==> src/rtl/srambank_req_ctrl_256x4x72_if.sv <==
// Bus bundle for the srambank request controller.
// Groups the request channel, the response channel and the bank-side signals.
//   req_valid/req_ready/req_write/req_addr/req_wdata : request handshake and payload
//   rsp_valid/rsp_ready/rsp_rdata                    : read-data return handshake
//   sram_banksel/read/write/address/wd               : controls driven to the bank
//   sram_dataout                                     : read data coming back from the bank
// Modports:
//   slave  : the controller (consumes requests, drives the bank)
//   master : its environment (requester, response consumer and the bank macro)
interface srambank_req_ctrl_256x4x72_if #(
  parameter int ADDR_W = 10,
  parameter int DATA_W = 72
);
  logic              req_valid;
  logic              req_ready;
  logic              req_write;
  logic [ADDR_W-1:0] req_addr;
  logic [DATA_W-1:0] req_wdata;
  logic              rsp_valid;
  logic              rsp_ready;
  logic [DATA_W-1:0] rsp_rdata;
  logic              sram_banksel;
  logic              sram_read;
  logic              sram_write;
  logic [ADDR_W-1:0] sram_address;
  logic [DATA_W-1:0] sram_wd;
  logic [DATA_W-1:0] sram_dataout;

  modport slave (
    input  req_valid, req_write, req_addr, req_wdata, rsp_ready, sram_dataout,
    output req_ready, rsp_valid, rsp_rdata,
    output sram_banksel, sram_read, sram_write, sram_address, sram_wd
  );

  modport master (
    output req_valid, req_write, req_addr, req_wdata, rsp_ready, sram_dataout,
    input  req_ready, rsp_valid, rsp_rdata,
    input  sram_banksel, sram_read, sram_write, sram_address, sram_wd
  );
endinterface

==> src/rtl/srambank_req_ctrl_256x4x72.sv <==
// Request front-end for one srambank_256x4x72_6t122 macro.
// Requests are buffered in a small FIFO and issued to the bank one per cycle in
// strict order. Read data from the bank is captured one cycle after the read is
// issued and returned in order through a backpressured response FIFO. A read is
// only issued when a response slot is guaranteed to be free on its return.
// Ports:
//   clk     : single clock, all state on rising edge
//   reset_n : asynchronous active-low reset
//   bus     : slave side of srambank_req_ctrl_256x4x72_if (request, response, bank)
module srambank_req_ctrl_256x4x72 #(
  parameter int ADDR_W    = 10,
  parameter int DATA_W    = 72,
  parameter int REQ_DEPTH = 2,
  parameter int RSP_DEPTH = 2
) (
  input  logic clk,
  input  logic reset_n,
  srambank_req_ctrl_256x4x72_if.slave bus
);
  localparam int RQ_AW = $clog2(REQ_DEPTH);
  localparam int RS_AW = $clog2(RSP_DEPTH);

  // Request FIFO storage and pointers (extra MSB distinguishes full from empty)
  logic              rq_wr_mem   [REQ_DEPTH];
  logic [ADDR_W-1:0] rq_addr_mem [REQ_DEPTH];
  logic [DATA_W-1:0] rq_data_mem [REQ_DEPTH];
  logic [RQ_AW:0]    rq_wptr, rq_rptr;
  logic              rq_full, rq_empty, rq_push;

  // Response FIFO storage and pointers
  logic [DATA_W-1:0] rs_mem [RSP_DEPTH];
  logic [RS_AW:0]    rs_wptr, rs_rptr, rs_count;
  logic              rs_empty, rs_push, rs_pop;

  logic              rd_pending;
  logic              head_write;
  logic [ADDR_W-1:0] head_addr;
  logic [DATA_W-1:0] head_data;
  logic [RS_AW+1:0]  credit_used;
  logic              credit_ok, issue;

  assign rq_full  = (rq_wptr[RQ_AW] != rq_rptr[RQ_AW]) &&
                    (rq_wptr[RQ_AW-1:0] == rq_rptr[RQ_AW-1:0]);
  assign rq_empty = (rq_wptr == rq_rptr);
  assign rq_push  = bus.req_valid && !rq_full;

  assign head_write = rq_wr_mem[rq_rptr[RQ_AW-1:0]];
  assign head_addr  = rq_addr_mem[rq_rptr[RQ_AW-1:0]];
  assign head_data  = rq_data_mem[rq_rptr[RQ_AW-1:0]];

  assign rs_empty = (rs_wptr == rs_rptr);
  assign rs_count = rs_wptr - rs_rptr;
  assign rs_pop   = !rs_empty && bus.rsp_ready;
  assign rs_push  = rd_pending;

  // Response slots already claimed: stored entries plus the read in flight,
  // minus the entry leaving this cycle. Counting the departing entry lets
  // back-to-back reads stream at one per cycle while the consumer keeps up;
  // the freed slot is still guaranteed free when the new read data lands.
  assign credit_used = {1'b0, rs_count}
                     + {{(RS_AW+1){1'b0}}, rd_pending}
                     - {{(RS_AW+1){1'b0}}, rs_pop};
  assign credit_ok   = credit_used < (RS_AW+2)'(RSP_DEPTH);

  // Writes never need response space; a blocked read holds everything behind it.
  assign issue = !rq_empty && (head_write || credit_ok);

  assign bus.req_ready    = !rq_full;
  assign bus.rsp_valid    = !rs_empty;
  assign bus.rsp_rdata    = rs_mem[rs_rptr[RS_AW-1:0]];
  assign bus.sram_banksel = issue;
  assign bus.sram_write   = issue && head_write;
  assign bus.sram_read    = issue && !head_write;
  assign bus.sram_address = head_addr;
  assign bus.sram_wd      = head_data;

  always_ff @(posedge clk) begin
    if (rq_push) begin
      rq_wr_mem[rq_wptr[RQ_AW-1:0]]   <= bus.req_write;
      rq_addr_mem[rq_wptr[RQ_AW-1:0]] <= bus.req_addr;
      rq_data_mem[rq_wptr[RQ_AW-1:0]] <= bus.req_wdata;
    end
  end

  always_ff @(posedge clk) begin
    if (rs_push) begin
      rs_mem[rs_wptr[RS_AW-1:0]] <= bus.sram_dataout;
    end
  end

  // Bank dataout is valid the cycle after a read is issued; rd_pending marks
  // that cycle so the data is captured exactly once. Reset drops it.
  always_ff @(posedge clk or negedge reset_n) begin
    if (!reset_n) begin
      rq_wptr    <= '0;
      rq_rptr    <= '0;
      rs_wptr    <= '0;
      rs_rptr    <= '0;
      rd_pending <= 1'b0;
    end else begin
      if (rq_push) rq_wptr <= rq_wptr + 1'b1;
      if (issue)   rq_rptr <= rq_rptr + 1'b1;
      if (rs_push) rs_wptr <= rs_wptr + 1'b1;
      if (rs_pop)  rs_rptr <= rs_rptr + 1'b1;
      rd_pending <= issue && !head_write;
    end
  end
endmodule
==> src/flat_wrapper.sv <==
// flat-port wrapper written by rule: the top's interface ports become plain ports
module srambank_req_ctrl_256x4x72_flat 
#(
  parameter int ADDR_W    = 10,
  parameter int DATA_W    = 72,
  parameter int REQ_DEPTH = 2,
  parameter int RSP_DEPTH = 2
)
  (clk, reset_n, bus_req_valid, bus_req_write, bus_req_addr, bus_req_wdata, bus_rsp_ready, bus_sram_dataout, bus_req_ready, bus_rsp_valid, bus_rsp_rdata, bus_sram_banksel, bus_sram_read, bus_sram_write, bus_sram_address, bus_sram_wd);
  srambank_req_ctrl_256x4x72_if #(.ADDR_W(ADDR_W), .DATA_W(DATA_W)) bus_i ();
  input  logic clk;
  input  logic reset_n;
  input wire logic [$bits(bus_i.req_valid)-1:0] bus_req_valid;
  input wire logic [$bits(bus_i.req_write)-1:0] bus_req_write;
  input wire logic [$bits(bus_i.req_addr)-1:0] bus_req_addr;
  input wire logic [$bits(bus_i.req_wdata)-1:0] bus_req_wdata;
  input wire logic [$bits(bus_i.rsp_ready)-1:0] bus_rsp_ready;
  input wire logic [$bits(bus_i.sram_dataout)-1:0] bus_sram_dataout;
  output wire logic [$bits(bus_i.req_ready)-1:0] bus_req_ready;
  output wire logic [$bits(bus_i.rsp_valid)-1:0] bus_rsp_valid;
  output wire logic [$bits(bus_i.rsp_rdata)-1:0] bus_rsp_rdata;
  output wire logic [$bits(bus_i.sram_banksel)-1:0] bus_sram_banksel;
  output wire logic [$bits(bus_i.sram_read)-1:0] bus_sram_read;
  output wire logic [$bits(bus_i.sram_write)-1:0] bus_sram_write;
  output wire logic [$bits(bus_i.sram_address)-1:0] bus_sram_address;
  output wire logic [$bits(bus_i.sram_wd)-1:0] bus_sram_wd;
  assign bus_i.req_valid = bus_req_valid;
  assign bus_i.req_write = bus_req_write;
  assign bus_i.req_addr = bus_req_addr;
  assign bus_i.req_wdata = bus_req_wdata;
  assign bus_i.rsp_ready = bus_rsp_ready;
  assign bus_i.sram_dataout = bus_sram_dataout;
  assign bus_req_ready = bus_i.req_ready;
  assign bus_rsp_valid = bus_i.rsp_valid;
  assign bus_rsp_rdata = bus_i.rsp_rdata;
  assign bus_sram_banksel = bus_i.sram_banksel;
  assign bus_sram_read = bus_i.sram_read;
  assign bus_sram_write = bus_i.sram_write;
  assign bus_sram_address = bus_i.sram_address;
  assign bus_sram_wd = bus_i.sram_wd;
  srambank_req_ctrl_256x4x72 #(.ADDR_W(ADDR_W), .DATA_W(DATA_W), .REQ_DEPTH(REQ_DEPTH), .RSP_DEPTH(RSP_DEPTH)) u_core (.clk(clk), .reset_n(reset_n), .bus(bus_i));
endmodule
==> config.mk <==
export PLATFORM = sky130hd
export DESIGN_NAME = srambank_req_ctrl_256x4x72_flat
export DESIGN_NICKNAME = d
export VERILOG_FILES = /design/src/rtl/srambank_req_ctrl_256x4x72_if.sv /design/src/rtl/srambank_req_ctrl_256x4x72.sv /design/src/flat_wrapper.sv
export SDC_FILE = /design/constraint.sdc
export NUM_CORES = 1
export LEC_CHECK = 0
export CELL_PAD_IN_SITES_DETAIL_PLACEMENT = 0
export CELL_PAD_IN_SITES_GLOBAL_PLACEMENT = 1
export CORE_MARGIN = 5
export CORE_UTILIZATION = 41
export CTS_CLUSTER_DIAMETER = 40
export CTS_CLUSTER_SIZE = 28
export DETAILED_ROUTE_END_ITERATION = 8
export HOLD_SLACK_MARGIN = 0.1
export MAX_ROUTING_LAYER = met4
export PLACE_DENSITY = 0.87
export SLEW_MARGIN = 20
export SYNTH_ARGS = -nofsm -noshare
export SYNTH_HDL_FRONTEND = slang
export SYNTH_SLANG_ARGS = --single-unit
export TNS_END_PERCENT = 50
==> constraint.sdc <==
create_clock -name clk -period 6.7 [get_ports clk]
set_input_delay 1.34 -clock clk [delete_from_list [all_inputs] [get_ports clk]]
set_output_delay 1.34 -clock clk [all_outputs]
set_load 0.02 [all_outputs]
Word-level counts from Yosys, hierarchy flattened

Memories as Yosys holds them, arrays and structs flattened.
Index checks and enable logic that the tools add are counted.

Multiplexer cells: 4
Reduce and logical (&&, ||, !) cells: 11
Eq/ne operators: 4
Add/subtract/negate cells: 7
Magnitude comparators: 1

Operators by type and width:

| kind                | number |
|---|---|
| $add 2x1->2 const B | 4 |
| $logic_and 1x1->1   | 6 |
| $eq 2x2->1          | 2 |
| $logic_not 1->1     | 4 |
| $mux 1              | 4 |
| $add 2x1->3         | 1 |
| $lt 3x2->1 const B  | 1 |
| $sub 3x1->3         | 1 |
| $sub 2x2->2         | 1 |
| $eq 1x1->1          | 1 |
| $logic_or 1x1->1    | 1 |
| $ne 1x1->1          | 1 |

Memories: 4
Input bits: 159
Output and inout bits: 159
Register bits: 9
Word-level logic and storage cells: 36
Memory bits (writable): 310

Memories:

| name               | depth | width | rd ports | clocked after Yosys merged registers in | write ports | RTL line                         | source |
|---|---|---|---|---|---|---|---|
| u_core.rq_data_mem | 2     | 72    | 1        | 0                                       | 1           | srambank_req_ctrl_256x4x72.sv:26 | `logic [DATA_W-1:0] rq_data_mem [REQ_DEPTH];` |
| u_core.rs_mem      | 2     | 72    | 1        | 0                                       | 1           | srambank_req_ctrl_256x4x72.sv:31 | `logic [DATA_W-1:0] rs_mem [RSP_DEPTH];` |
| u_core.rq_addr_mem | 2     | 10    | 1        | 0                                       | 1           | srambank_req_ctrl_256x4x72.sv:25 | `logic [ADDR_W-1:0] rq_addr_mem [REQ_DEPTH];` |
| u_core.rq_wr_mem   | 2     | 1     | 1        | 0                                       | 1           | srambank_req_ctrl_256x4x72.sv:24 | `logic rq_wr_mem [REQ_DEPTH];` |

Longest topological paths before layout

Gate-level depths: netlist of the first run.

Depth in word-level cells: 8
Gate-level depth with buffers: 11
Gate-level depth less buffers: 11

Least setup slack after synthesis of the first run

OpenSTA, ideal clock, no wires.

Kind: input to register
Start point: input bus_req_valid
End point: memory u_core.rq_addr_mem[0][0], enable pin
Path buffers: 0
Slack: 1.294 ns
Cell stages on the path: 2
Arrival: 4.881 ns
Library setup time: 0.525 ns
Data required time: 6.175 ns
Path through: nand2_1 -> nor2_1

Cells in the longest elaborated chain, start to end: 3

Ends and longest elaborated chain:

| item                         | RTL line                         | source |
|---|---|---|
| from (decl)                  | flat_wrapper.sv:13               | `input wire logic [$bits(bus_i.req_valid)-1:0] bus_req_valid;` |
| $logic_and 1x1->1            | srambank_req_ctrl_256x4x72.sv:45 | `assign rq_push = bus.req_valid && !rq_full;` |
| $mux 1                       | srambank_req_ctrl_256x4x72.sv:78 | `if (rq_push) begin` |
| $mux 1 (not written as such) | srambank_req_ctrl_256x4x72.sv:80 | `rq_addr_mem[rq_wptr[RQ_AW-1:0]] <= bus.req_addr;` |
| to (decl)                    | srambank_req_ctrl_256x4x72.sv:25 |  |

No other way between the ends.

Worst setup path after layout of the first run

Start point: input bus_rsp_ready
End point: output bus_sram_read

Cells in the longest elaborated chain, start to end: 6

Ends and longest elaborated chain:

| item              | RTL line                         | source |
|---|---|---|
| from (decl)       | flat_wrapper.sv:17               | `input wire logic [$bits(bus_i.rsp_ready)-1:0] bus_rsp_ready;` |
| $logic_and 1x1->1 | srambank_req_ctrl_256x4x72.sv:53 | `assign rs_pop = !rs_empty && bus.rsp_ready;` |
| net u_core.rs_pop | srambank_req_ctrl_256x4x72.sv:33 | `logic rs_empty, rs_push, rs_pop;` |
| $sub 3x1->3       | srambank_req_ctrl_256x4x72.sv:62 | `- {{(RS_AW+1){1'b0}}, rs_pop};` |
| $lt 3x2->1        | srambank_req_ctrl_256x4x72.sv:63 | `assign credit_ok = credit_used < (RS_AW+2)'(RSP_DEPTH);` |
| $logic_or 1x1->1  | srambank_req_ctrl_256x4x72.sv:66 | `assign issue = !rq_empty && (head_write \|\| credit_ok);` |
| $logic_and 1x1->1 | srambank_req_ctrl_256x4x72.sv:66 |  |
| $logic_and 1x1->1 | srambank_req_ctrl_256x4x72.sv:73 | `assign bus.sram_read = issue && !head_write;` |
| to (decl)         | flat_wrapper.sv:23               | `output wire logic [$bits(bus_i.sram_read)-1:0] bus_sram_read;` |

The timed path passes the listed nets, and every way through them passes these cells.

==> results of run 1 <==
stage by stage:
step	setup WS [ns]	cell area (µm²)	utilization	hold WS, ns	total power, W
floorplan	1.29	11700	-	0.461	0.00455
global placement	1.16	15300	0.547	0.476	0.00579
detailed placement	1.09	15400	0.548	0.482	0.00585
CTS	1.07	16600	0.594	0.493	0.00789
global route	0.891	16700	0.595	0.504	0.00816
finish	1.08	16700	0.595	0.493	0.00778
registers in the layout, summed over array words and instances, names as in the netlist:
name and count:
u_core.rq_data_mem 144, u_core.rs_mem 144, u_core.rq_addr_mem 20, u_core.rq_rptr 2
u_core.rq_wptr 2, u_core.rq_wr_mem 2, u_core.rs_rptr 2, u_core.rs_wptr 2
u_core.rd_pending 1
power breakdown:
group / internal (W) / switching [W]
combinational: 0.00142 / 0.00152
sequential: 0.00269 / 0.000155
clock: 0.00121 / 0.000792
total: 0.00532 / 0.00246
logic make-up after synthesis:
logic type,after synthesis,share of synthesized area
flip-flops,319,0.815
multiplexers,155,0.149
AND/OR/NAND/NOR,21,0.0105
buffers and inverters,19,0.00738
XOR/XNOR,13,0.0104
AO/OA/AOI/OAI,5,0.00428
adder cells (fa/ha/maj),3,0.00385
critical path: stages:
cell and delay [ns]:
clkdlybuf4s50_1 0.43, and2_1 0.17, ha_1 0.28, nand2b_1 0.15
fa_1 0.46, xnor2_1 0.22, xnor2_1 0.15, nand2_1 0.12
nor3b_1 0.26, clkdlybuf4s50_1 0.69
synthesized netlist by cell type (2+ instances only):
cell and count:
xnor2_1 6, nand3_1 2, nand2b_1 2, dfrtp_1 9, and2_1 2, ha_1 2, nand2_1 4, xor2_1 6
clkbuf_1 6, buf_2 12, mux2_2 154, nor2_1 3, edfxtp_1 310
worst paths after layout:
kind,startpoint,end,slack (ns),cells past startpoint
worst max-delay path,bus_rsp_ready,bus_sram_read,1.08,10
worst min-delay path,u_core.rq_wptr[1],u_core.rq_wptr[1],0.49,1
worst max register to register,u_core.rq_rptr[0],u_core.rq_data_mem[1][62],3.51,5
worst min register to register,u_core.rq_wptr[1],u_core.rq_wptr[1],0.49,1
max in group asynchronous,reset_n,u_core.rs_rptr[0],5.19,1
min in group asynchronous,reset_n,u_core.rd_pending,1.15,1
routing by layer:
layer  vias up  routed length [µm]
met5         -                   0
met1      2909                8980
met2       276               11400
met4         0                 440
li1       2829                   -
met3        37                3770
cell usage in the layout (no fill, tap or decap), types with 2 or more instances in the layout:
| cell | netlist | routed |
|---|---|---|
| clkbuf_1 | 6 | 2 |
| dfrtp_4 | 0 | 2 |
| buf_16 | 0 | 2 |
| inv_6 | 0 | 2 |
| dfrtp_1 | 9 | 7 |
| clkinv_4 | 0 | 3 |
| clkinv_2 | 0 | 6 |
| bufinv_16 | 0 | 2 |
| ha_1 | 2 | 2 |
| clkinv_8 | 0 | 2 |
| edfxtp_1 | 310 | 310 |
| xnor2_1 | 6 | 6 |
| clkinvlp_4 | 0 | 8 |
| xor2_1 | 6 | 6 |
| buf_4 | 0 | 4 |
| nand2b_1 | 2 | 2 |
| clkbuf_16 | 0 | 41 |
| clkdlybuf4s50_1 | 0 | 317 |
| nand3_1 | 2 | 2 |
| nor2_1 | 3 | 2 |
| nand2_1 | 4 | 4 |
| mux2_2 | 154 | 154 |
layout make-up:
class                      count  area (µm²)
sequential                   319        9540
tap                          378         473
inverter                       1        3.75
fill                        2065       11400
multi-input combinational    197        2110
clock inverter                25         241
timing repair buffer         323        3260
clock buffer                  43        1030
antenna                        1        2.50
==> flow_summary.json, run 1 <==
{
  "outcome": "finished, final reports clean",
  "netlist_instances": 535,
  "synth.area.top_cells": "edfxtp_1 (80%), mux2_2 (15%), dfrtp_1 (1.9%), buf_2 (0.51%), xnor2_1 (0.45%)",
  "rsz0062_at_grt": "false",
  "syn_to_final_growth_pct": 42.3,
  "period_share": 0.838,
  "hp-class": "reg -> reg",
  "yosys.area.top_type_share": 0.795,
  "grt_pass1_vias": 6705,
  "grt_overflow": 0,
  "path_max_fanout": 5,
  "routed_wl_mm": 24.6,
  "ir_drop_uv": 319,
  "ys_types": 30,
  "maxSlewViolCount": 0,
  "die_x_um": 179,
  "postCtsHoldBufs": 0,
  "wire_per_inst_um": 19.1,
  "cts.sinks": 319,
  "core-area_um2": 28000,
  "syn-num-nets": 697,
  "die_y_um": 179,
  "top_usage_layer": "met2",
  "setup_tns_ns": 0,
  "yosys_warnings": 0,
  "ant_nets": 0,
  "min_period_ns": 5.62,
  "numCtsBuffers": 38,
  "htreeDepth": 2,
  "cts_root_buf": "clkbuf_16",
  "required_ns": 5.36,
  "cp.arrival_ns": 4.28,
  "routed-via-count": 6051,
  "power_density_nw_per_um2": 467,
  "max_slew_margin": 0.300,
  "clock_skew_ns": 0.0131,
  "max_freq_mhz": 178,
  "dieArea_um2": 32000,
  "use_met3": 0.0875,
  "insertion_delay_ns": 0.50,
  "row_count": 61,
  "yosys.area.top_type": "edfxtp_1",
  "power.leakage_nw": 5.59,
  "end_kind": "output pin",
  "drt_iter0_drc": 279,
  "postCtsResizedCells": 0,
  "drc": 0,
  "grt_pass1_wl_mm": 36.1,
  "grt_usage": 0.152,
  "setup_viol": 0,
  "use_met1": 0.161,
  "clock_path_buffers": 3,
  "port_buffers": 317,
  "async_flop_share": 0.0282,
  "fin_cells": 1287,
  "viasPerCell": 4.70,
  "final_nets": 1042,
  "grt_max_degree": 84,
  "start_util": 0.418,
  "synth_top_flop_cell": "edfxtp_1",
  "io_pins": 318,
  "seq_area_frac_synth": 0.815,
  "drv_cap": 0,
  "grt_use_met2": 0.245,
  "post_route_cells_drive_above_1_share": 0.260,
  "cts.clk_slew.worst_paths_ns": 0.05,
  "hold_viol": 0,
  "cts_setup_buffers": 0,
  "crit_type": "in -> out",
  "cts_tree": "done",
  "ys_seq_elements": 319,
  "post-place-cells": 1217,
  "start_kind": "input pin",
  "hpwl_mm": 16.3,
  "gp_congestion": 0.743,
  "tightestPinTransition_ns": 1.05,
  "synth_area_um2": 11700,
  "syn_avg_cell_area_um2": 21.9,
  "antenna_found_initial": 1,
  "synth_edf_count": 310,
  "drtPass1Iterations": 4
}
No activity file was read; power rests on OpenSTA's default activity.
==> run 2: changes to the inputs <==
- CORE_UTILIZATION: 41 -> 37
- PLACE_DENSITY: 0.87 -> 0.83
- clock period: 6.7 -> 4.9 ns (I/O delays scaled with it)
==> flow_summary.json, run 2 (synthesis results as in run 1) <==
{
  "outcome": "finished, final reports clean",
  "fin_hold_ws_ns": 0.489,
  "maxSlewViolCount": 0,
  "power_density_nw_per_um2": 645,
  "row_count": 65,
  "grt_max_degree": 76,
  "die_y_um": 188,
  "drtPass1Iterations": 7,
  "max_slew_margin": 0.315,
  "grt_usage": 0.146,
  "hpwl_mm": 17.1,
  "seq_area_um2": 9540,
  "post_route_cells_drive_above_1_share": 0.266,
  "max_freq_mhz": 227,
  "clkPwrFrac": 0.268,
  "cts_root_buf": "clkbuf_16",
  "cts.sinks": 319,
  "final_nets": 1049,
  "dpl-instance-area_um2": 15400,
  "multiInputGateArea_um2": 2110,
  "mostFrequentLayoutCells": "clkdlybuf4s50_1 (315), edfxtp_1 (310), mux2_2 (154)",
  "grt_overflow": 0,
  "dieArea_um2": 35300,
  "wire_per_inst_um": 19.6,
  "gp_congestion": 0.778,
  "post-place-cells": 1243,
  "drt_iter0_drc": 253,
  "crit_type": "reg -> out",
  "cts.clk_slew.worst_paths_ns": 0.05,
  "io_pins": 318,
  "grt_pass1_vias": 6814,
  "switchingPower_w": 0.00349,
  "htreeDepth": 2,
  "r2r_cells": 10,
  "rsz0062_at_grt": "false",
  "ant_nets": 0,
  "core-area_um2": 31400,
  "postCtsHoldBufs": 0,
  "period_share": 0.901,
  "fillers": 2467,
  "start_kind": "flop",
  "antenna_found_initial": 3,
  "final_cell_area_um2": 16800,
  "viasPerCell": 4.67,
  "ir_drop_uv": 563,
  "share_seq_of_total_power": 0.363,
  "routed_wl_mm": 26.0,
  "syn_to_final_growth_pct": 43.5,
  "layout_commonest_cell": "clkdlybuf4s50_1",
  "port_buffers": 317,
  "p_int_w": 0.00733,
  "end_kind": "output pin",
  "clock_skew_ns": 0.0231,
  "power_frac_comb": 0.369,
  "dp_slack_ns": 0.188,
  "die_x_um": 188,
  "routed-via-count": 6186,
  "setup_ws_ns": 0.487,
  "holdPathStages": 1,
  "drv_cap": 0,
  "setup_tns_ns": 0,
  "power.leakage_nw": 5.67,
  "start_util": 0.373,
  "cts_tree": "done",
  "clock_path_buffers": 3,
  "fin_cells": 1325,
  "numCtsBuffers": 43,
  "setup_viol": 0,
  "required_ns": 3.92,
  "min_period_ns": 4.41,
  "p_sw_frac": 0.323,
  "drc": 0,
  "hold_viol": 0,
  "grt_pass1_wl_mm": 39.0,
  "cp.arrival_ns": 3.43,
  "path_max_fanout": 6,
  "insertion_delay_ns": 0.52,
  "hp-class": "reg -> reg",
  "tightestPinTransition_ns": 1.03
}
## run 2: cell count changes in the layout (fill, tap and decap cells not counted)
cell,delta
clkinv_1,+3
buf_12,+2
diode_2,+2
buf_4,+3
clkdlybuf4s50_1,-2
bufinv_16,-2
inv_6,+5
clkbuf_1,+1
dlymetal6s2s_1,+1
clkbuf_16,+4
buf_16,-2
clkinv_4,-1
inv_8,+3
clkinvlp_4,-3
## run 2: worst paths after layout
kind	start	to	slack (ns)
hold / removal	u_core.rq_wptr[1]	u_core.rq_wptr[1]	0.49
min in group asynchronous	reset_n	u_core.rq_rptr[0]	0.81
setup reg to reg	u_core.rs_rptr[1]	u_core.rq_rptr[1]	1.77
hold reg to reg	u_core.rq_wptr[1]	u_core.rq_wptr[1]	0.49
max in group asynchronous	reset_n	u_core.rs_rptr[0]	3.72
setup / recovery	u_core.rs_rptr[1]	bus_sram_read	0.49
## run 2: power by group through the flow
stage / registers [W] / clock network, W / logic, W
final: 0.00393 / 0.00290 / 0.00400
after global routing: 0.00399 / 0.00311 / 0.00424
after CTS: 0.00395 / 0.00299 / 0.00407
after detailed placement: 0.00400 / 0 / 0.00403
after global placement: 0.00397 / 0 / 0.00402
after floorplan: 0.00387 / 0 / 0.00235
## run 2: through the flow
step,power (W),utilization
global route,0.0113,0.535
finish,0.0108,0.535
global placement,0.00798,0.490
CTS,0.0110,0.534
floorplan,0.00621,-
detailed placement,0.00803,0.490
## run 2: cell type report
| class | instances | area share |
|---|---|---|
| flip-flops and latches | 319 | 0.568 |
| repair buffers | 325 | 0.194 |
| multi-input cells | 197 | 0.125 |
| clock buffers | 48 | 0.0677 |
| well taps | 402 | 0.0299 |
| clock inverters | 30 | 0.0142 |
| diodes | 3 | 0.000447 |
| inverters | 1 | 0.000223 |
## run 2: routing by layer
metal | up-vias | routed length [µm] | track usage | part of all wire
li1 | 2857 | - | - | -
met1 | 2999 | 10200 | 0.166 | 0.39
met2 | 288 | 11900 | 0.228 | 0.46
met3 | 42 | 3430 | 0.0810 | 0.13
met4 | 0 | 392 | 0.0319 | 0.015
met5 | - | 0 | - | 0
## run 2: critical path, cell delays in order, from the launching register on
cell,delay [ns]
dfrtp_1,0.42
xnor2_2,0.36
nand2_1,0.14
and2_1,0.21
ha_1,0.28
nand2b_1,0.15
fa_1,0.41
xnor2_1,0.19
xnor2_1,0.16
nand2_1,0.10
nor3b_1,0.28
buf_4,0.22
## run 2: repair_timing
item	CTS	global route
setup buffers	0	0
gates resized for setup	0	1
setup endpoints to repair	0	1
==> run 3: changes to the inputs <==
- CORE_UTILIZATION: 37 -> 25
- PLACE_DENSITY: 0.83 -> 0.62
==> flow_summary.json, run 3 (synthesis results as in run 1) <==
{
  "outcome": "finished, final reports clean",
  "reg2reg_slack_ns": 1.77,
  "routed-via-count": 6239,
  "setup_tns_ns": 0,
  "cp.arrival_ns": 3.60,
  "drtPass1Iterations": 4,
  "numCtsBuffers": 48,
  "io_pins": 318,
  "clock_skew_ns": 0.0358,
  "row_count": 79,
  "final_nets": 1057,
  "tightestPinTransition_ns": 0.958,
  "cts_root_buf": "clkbuf_16",
  "grt_overflow": 0,
  "hpwl_mm": 18.3,
  "cts_tree": "done",
  "die_y_um": 226,
  "viasPerCell": 4.05,
  "drv_cap": 0,
  "rsz0062_at_grt": "false",
  "hold_viol": 0,
  "port_buffers": 317,
  "power.leakage_nw": 5.74,
  "hold_start": "u_core.rq_wptr[1]",
  "start_kind": "flop",
  "drc": 0,
  "hp-class": "reg -> reg",
  "reg2reg_to": "u_core.rq_rptr[1]",
  "post_route_cells_drive_above_1_share": 0.269,
  "reg2reg_from": "u_core.rs_rptr[0]",
  "totalPowerFinal_w": 0.0113,
  "die_x_um": 226,
  "drt_iter0_drc": 258,
  "r2r_cells": 10,
  "grt_usage": 0.107,
  "insertion_delay_ns": 0.58,
  "crit_type": "reg -> out",
  "clock_path_buffers": 3,
  "max_freq_mhz": 218,
  "htreeDepth": 2,
  "layout_commonest_cell": "clkdlybuf4s50_1",
  "end_kind": "output pin",
  "grt_pass1_vias": 6791,
  "grt_pass1_wl_mm": 40.5,
  "postCtsHoldBufs": 0,
  "dieArea_um2": 51200,
  "wire_per_inst_um": 18.0,
  "maxSlewViolCount": 0,
  "cts.clk_slew.worst_paths_ns": 0.05,
  "syn_to_final_growth_pct": 47.4,
  "gp_congestion": 0.766,
  "grt_max_degree": 66,
  "mostFrequentLayoutCells": "clkdlybuf4s50_1 (315), edfxtp_1 (310), mux2_2 (154)",
  "setup_viol": 0,
  "cts_setup_buffers": 0,
  "ir_drop_uv": 451,
  "whs_endpoint": "u_core.rq_wptr[1]",
  "period_share": 0.934,
  "min_period_ns": 4.58,
  "routed_wl_mm": 27.7,
  "max_slew_margin": 0.361,
  "antenna_found_initial": 1,
  "power_density_nw_per_um2": 653,
  "holdPathStages": 1,
  "required_ns": 3.92,
  "cts.sinks": 319,
  "path_max_fanout": 11,
  "ant_nets": 0,
  "core-area_um2": 46500,
  "start_util": 0.252,
  "crit_start": "u_core.rs_rptr[0]"
}
[run 3: repair_timing]
action | 4_1_cts | 5_1_grt
setup endpoints to repair | 2 | 1
cloned | 0 | 0
resized for setup | 3 | 3
[run 3: final cells by class]
| class | count | area [µm²] |
|---|---|---|
| inverter | 1 | 3.75 |
| sequential | 319 | 9540 |
| multi-input combinational | 197 | 2120 |
| clock inverter | 34 | 345 |
| antenna | 1 | 2.50 |
| clock buffer | 55 | 1230 |
| tap | 607 | 759 |
| timing repair buffer | 328 | 3250 |
| fill | 4413 | 29200 |
[run 3: worst max-delay path: stages, from the launching register on]
cell and delay (ns):
dfrtp_4 0.55, ha_1 0.33, nand2_1 0.08, and2_1 0.20, ha_1 0.28, nand2b_1 0.15, fa_1 0.40, xnor2_1 0.15
xnor2_1 0.20, nand2_1 0.20, a21oi_1 0.16, dlygate4sd2_1 0.34
[run 3: where the power goes]
group          leakage [nW]  total (W)  internal, W  switching [W]
Combinational          2.06    0.00405      0.00194        0.00211
Clock                 0.737    0.00330      0.00204        0.00126
Sequential             2.95    0.00392      0.00368       0.000244
Total                  5.74     0.0113      0.00765        0.00361
[run 3: stage by stage]
stage	instance area, µm²	instances	setup WS, ns	util	hold slack (ns)
2_1_floorplan	11700	535	0.781	-	0.461
6_report	17300	1542	0.322	0.371	0.490
3_5_place_dp	15700	1452	0.0298	0.337	0.483
3_3_place_gp	15700	1452	0.0251	0.337	0.480
4_1_cts	17200	1541	0.112	0.371	0.495
5_1_grt	17300	1542	0.0294	0.371	0.506
[run 3: how the worst max path moves through the flow]
stage / to / depth (start not counted)
2_1_floorplan: u_core.rs_mem[0][0] / 1
4_1_cts: bus_sram_read / 11
3_5_place_dp: bus_sram_read / 10
3_3_place_gp: bus_sram_read / 10
5_1_grt: bus_sram_banksel / 11
6_report: bus_sram_banksel / 11
[run 3: metal layers]
layer / GRT usage / wire length, µm / vias up
met5: - / 0 / -
met4: 0.0404 / 748 / 0
met3: 0.0584 / 3670 / 62
met2: 0.157 / 12200 / 274
met1: 0.125 / 11200 / 3039
li1: - / - / 2864
